## src/rtl/key_conditioner.sv

```systemverilog
// key_conditioner: turns two raw active-low pushbuttons into synchronized,
// debounced press levels and single-cycle press pulses (bit 0 = left, bit 1 = right).
module key_conditioner #(
  parameter int DEBOUNCE_CYCLES = 4
) (
  input  logic clk,
  input  logic reset,
  input  logic key_l_n,
  input  logic key_r_n,
  input  logic enable,
  output logic L,
  output logic R,
  output logic l_held,
  output logic r_held
);
  localparam int CW = $clog2(DEBOUNCE_CYCLES) + 1;
  localparam logic [CW-1:0] LAST = CW'(DEBOUNCE_CYCLES - 1);
  logic [1:0] s1_q, s2_q, db_q, db_d, dly_q;
  logic [CW-1:0] cnt_q [2];
  logic [CW-1:0] cnt_d [2];
  // the count only advances while s2 disagrees with the debounced level
  always_comb begin
    for (int i = 0; i < 2; i++) begin
      cnt_d[i] = (s2_q[i] == db_q[i] || cnt_q[i] == LAST) ? '0 : cnt_q[i] + 1'b1;
      db_d[i]  = (s2_q[i] != db_q[i] && cnt_q[i] == LAST) ? s2_q[i] : db_q[i];
    end
  end
  always_ff @(posedge clk) begin
    if (reset) begin
      s1_q     <= '0;
      s2_q     <= '0;
      db_q     <= '0;
      dly_q    <= '0;
      cnt_q[0] <= '0;
      cnt_q[1] <= '0;
    end else begin
      s1_q     <= ~{key_r_n, key_l_n};
      s2_q     <= s1_q;
      db_q     <= db_d;
      dly_q    <= db_q;
      cnt_q[0] <= cnt_d[0];
      cnt_q[1] <= cnt_d[1];
    end
  end
  assign L      = db_q[0] & ~dly_q[0] & enable;
  assign R      = db_q[1] & ~dly_q[1] & enable;
  assign l_held = db_q[0];
  assign r_held = db_q[1];
endmodule

```

## config.mk

```make
export PLATFORM = sky130hd
export DESIGN_NAME = key_conditioner
export DESIGN_NICKNAME = d
export VERILOG_FILES = /design/src/rtl/key_conditioner.sv
export SDC_FILE = /design/constraint.sdc
export NUM_CORES = 1
export LEC_CHECK = 0
export CAP_MARGIN = 20
export CORE_AREA = 2 2 39 41
export DETAILED_ROUTE_END_ITERATION = 10
export DIE_AREA = 0 0 41 43
export PLACE_DENSITY = 0.69
export SLEW_MARGIN = 30
export SYNTH_ARGS = -nofsm -noshare
export SYNTH_HDL_FRONTEND = slang
export SYNTH_SLANG_ARGS = --single-unit
```

## constraint.sdc

```tcl
create_clock -name clk -period 1.4 [get_ports clk]
set_clock_uncertainty 0.2 [all_clocks]
set_input_delay 0.28 -clock clk [delete_from_list [all_inputs] [get_ports clk]]
set_output_delay 0.28 -clock clk [all_outputs]
set_load 0.01 [all_outputs]
```

# Yosys cells after proc, flatten, opt, wreduce, memory -nomap -nowiden
# Memory sizes are Yosys's and may differ from the RTL's.
# Index checks and enable logic that the tools add are counted.
[totals]
register_bits = 8
ram_bits = 6
in_bits = 5
out_inout_bits = 4
elab_cells = 34
memories = 1
[mem_list]
columns = ["name", "words", "word_bits", "rd", "rd_ports_with_merged_regs", "write_ports", "line", "text"]
rows = [
  ["cnt_q", 2, 3, 2, 0, 2, "19", "logic [CW-1:0] cnt_q [2];"],
]
[classes]
addsub = 2
eq_ne = 6
n_mux = 7
n_bitwise = 9
reduce_logical = 4
[ops]
columns = ["operator", "count"]
rows = [
  ["3-bit 2-to-1 mux", 4],
  ["3-bit by 1-bit adder with 3-bit output (second input constant)", 2],
  ["3-bit by 2-bit equality test with 1-bit output (second input constant)", 2],
  ["1-bit AND", 4],
  ["1-bit 2-to-1 mux", 3],
  ["1-bit equality test", 2],
  ["1-bit logical AND", 2],
  ["1-bit logical OR", 2],
  ["1-bit inequality test", 2],
  ["1-bit NOT", 2],
  ["2-bit NOT", 1],
  ["1-bit bitwise OR", 2],
]

# Logic depth before layout (Yosys ltp)
[logic_depth]
depth_word = 4
ltp_mapped = 4
mapped_depth_nobuf = 4

# Worst setup path before layout
# OpenSTA, ideal clock, no wires.
[synth_path]
path_type = "flip-flop to flip-flop"
from = "memory cnt_q[0][3] (netlist name)"
to = "memory cnt_q[0][5] (netlist name)"
setup_ps = 92
t_arrival_ps = 961
t_required_ps = 1108
slack_ps = 147
stages_incl_launch_ff = 4
n_path_buf = 0
synth_period_minus_slack_ps = 1253
path_cell_list = "dfxtp_1 -> ha_1 -> ha_1 -> nor4_1"
[synth_rtl]
columns = ["element", "line"]
rows = [
  ["start: declaration", "19"],
]

# Final worst setup path
[layout_path]
from = "register db_q[1]"
to = "output port R"
[layout_via]
elab_chain_len = 2
[layout_rtl]
columns = ["element", "line", "text"]
rows = [
  ["start: declaration", "18", "logic [1:0] s1_q, s2_q, db_q, db_d, dly_q;"],
  ["start signal: assignment", "32", "db_q <= '0;"],
  ["start signal: assignment", "39", "db_q <= db_d;"],
  ["1-bit AND (2 in series)", "46", "assign R = db_q[1] & ~dly_q[1] & enable;"],
  ["end: declaration", "12", "output logic R,"],
]
# Every way passes these cells.

==> metrics.cfg <==
[setup_path]
worstRegToRegCells = 3
worstPathBufferInverterCount = 1
worstSetupEndpointType = output pin
worst-path-max-fanout = 2
crit_end = R
crit_path_max_incr_delay_ps = 330
critPathLaunchType = register
cp_top_family = flip-flops
cp.depth = 3
r2r_setup_slack_ps = 90
worstReg2RegEnd = cnt_q[0][5]
worstSetupPathType = register to output pin
crit_start = db_q[1]
cpMaxStageDelayCell = dfxtp_2
cp_cell_sequence = nand2_1 -> nor2_1 -> buf_2
arrival_ps = 890
rr_startpoint = cnt_q[0][3]
critPathRequiredTime_ps = 920

[yosys]
synthesis.instances = 42
async_flop_share_pct = 0
synth_seq_cells = 14
synth_top_cell_by_area = dfxtp_1
synth_area_leaders = dfxtp_1, ha_1, nor4b_2
yosysMostFrequentCell = dfxtp_1
yosysWarnings = 0
avgSynthCellArea_um2 = 11.9
synth_top_area_share_pct = 56.0
synth_edf_count = 0
netlist_area_um2 = 500
ys.flop_type = dfxtp_1
synth_fp_nets = 51
synth-seq-area-share_pct = 56.0
synth_cell_types = 13
synth_top_cells_by_count = dfxtp_1, nor2_1, ha_1, nor4_1, and2b_1

[clock_tree]
cts_root_buffer = clkbuf_4
clk_path_buf_depth = 2
cts_tree = built
clk_transition_reported_paths_ps = 80
clock_latency_ps = 280
postCtsSetupBuffers = 0
ctsHoldBuffers = 0
numCtsBuffers = 3
clock_sinks = 14
htreeDepth = 1

[placement]
routabilityCongestion = 0.612
place_area_um2 = 628
place.detailed.hpwl_um = 481
dp.cells = 68
io_buffers = 8

[sta]
slew_headroom_pct = 77.8
fmax_mhz = 730
setup_viol = 0
slew_violations = 0
rsz0062_at_grt = true
fin_crit_sh_pct = 97.8
hold_viol = 0
finalCriticalPeriod_ps = 1370
tightestPinTransition_ps = 330

[drt]
dr.pass1.iters = 2
drtIter0Drc = 2
num_vias = 324
remaining_drc_errors = 0
ant_nets = 0
drt-wirelength-per-cell_um = 9.43
viasPerCell = 4.50
wirelength_um = 679

[power_and_ir_drop]
powerDensity_mw_per_mm2 = 1120
p_leak_uw = 0.000281
peakVddDrop_uv = 502
finalPower_uw = 727

[global_routing]
grt_pass1_vias = 256
grt_remaining_overflow = 0
track_usage_pct = 9.90
grt_max_degree = 15
antenna_found_initial = 0
grt_pass1_wl_mm = 1.08

[floorplanning]
start_util_pct = 36.2
rows = 14
ios = 9
dieArea_mm2 = 0.00176
dieHeight_um = 43
core_mm2 = 0.00138
die_x_um = 41

[final_layout]
drive_gt1_share_pct = 30.4
fin_nets = 66
antenna_cells = 0
instances_no_fill = 72
synthToLayoutAreaGrowth_pct = 29.5
final_cell_area_um2 = 648

[hold_path]
hold_path_class = register to register
hold_start = cnt_q[0][3]

[run]
drv_cap = 0

[run_status]
outcome = complete, no violations

## power by group
group / leakage, uW / total, uW / internal (uW) / switching (uW)
Clock: 0.0000210 / 287 / 158 / 129
Combinational: 0.000145 / 32.0 / 20.2 / 11.7
Sequential: 0.000115 / 408 / 405 / 2.82
Total: 0.000281 / 727 / 583 / 143
## routing by layer
layer  GRT usage [%]  share of wire (%)  wire, um
met5               0                  0         0
met2            11.3                 39       267
met3            4.71                6.2        42
met4            10.0                2.1        14
met1            12.5                 52       355
## metrics by stage
| step | util (%) | hold slack [ps] | TNS [ps] | setup slack, ps |
|---|---|---|---|---|
| 6_report | 46.8 | 232 | 0 | 31.1 |
| 5_1_grt | 46.8 | 252 | -77.0 | -42.7 |
| 4_1_cts | 46.7 | 235 | 0 | 2.76 |
| 3_5_place_dp | 45.4 | 221 | -1430 | -533 |
| 3_3_place_gp | 45.4 | 213 | -1290 | -520 |
| 2_1_floorplan | - | 147 | 0 | 147 |
## worst register-to-register path: cells and delay by family (launching register included)
kind / cells / cell delay (ps)
adders and majority gates: 2 / 430
DFF: 1 / 320
and+or+nand+nor: 1 / 270
## cells by family (layout without fill, tap and decap cells)
family        after synthesis  count (layout)  share of synthesized area, %
simple gates               17              17                          23.5
flops                      14              14                          56.0
mux                         2               2                          4.00
fa+ha+maj                   4               4                          10.0
buf+inv                     3              17                          3.00
xor+xnor                    2               2                          3.50
## sequential cells by signal (all words and copies together) (netlist names)
| name | cells |
|---|---|
| db_q | 2 |
| s2_q | 2 |
| cnt_q | 6 |
| dly_q | 2 |
| s1_q | 2 |
## worst min path at each step
| stage | slack, ps | end | cells after the start |
|---|---|---|---|
| 6_report | 230 | cnt_q[0][3] | 1 |
| 3_5_place_dp | 220 | s2_q[1] | 1 |
| 2_1_floorplan | 150 | s1_q[0] | 1 |
| 4_1_cts | 230 | cnt_q[0][3] | 1 |
| 5_1_grt | 250 | cnt_q[0][3] | 1 |
| 3_3_place_gp | 210 | s2_q[0] | 1 |
## area by class of cell
class | count | area (um2)
multi-input cells | 25 | 208
repair buffers | 11 | 93.8
fillers | 138 | 736
inverters | 2 | 7.51
clock buffers | 4 | 36.3
well taps | 16 | 20.0
flip-flops and latches | 14 | 283
## timing repair
item / in CTS / in global routing
pin swaps: 1 / 1
resized for setup: 19 / 1
setup endpoints to repair: 4 / 3
gates cloned: 0 / 0
## cell usage in the layout, fill, tap and decap left out, drive strengths merged, types with 2 or more instances in the layout
cell            n
nor4b           2
xnor2           2
and2b           4
dfxtp          14
clkbuf          4
nor4            4
nor2            5
inv             2
mux2i           2
ha              4
buf             7
clkdlybuf4s50   3
Note: power is estimated with default switching activity, not from simulation.
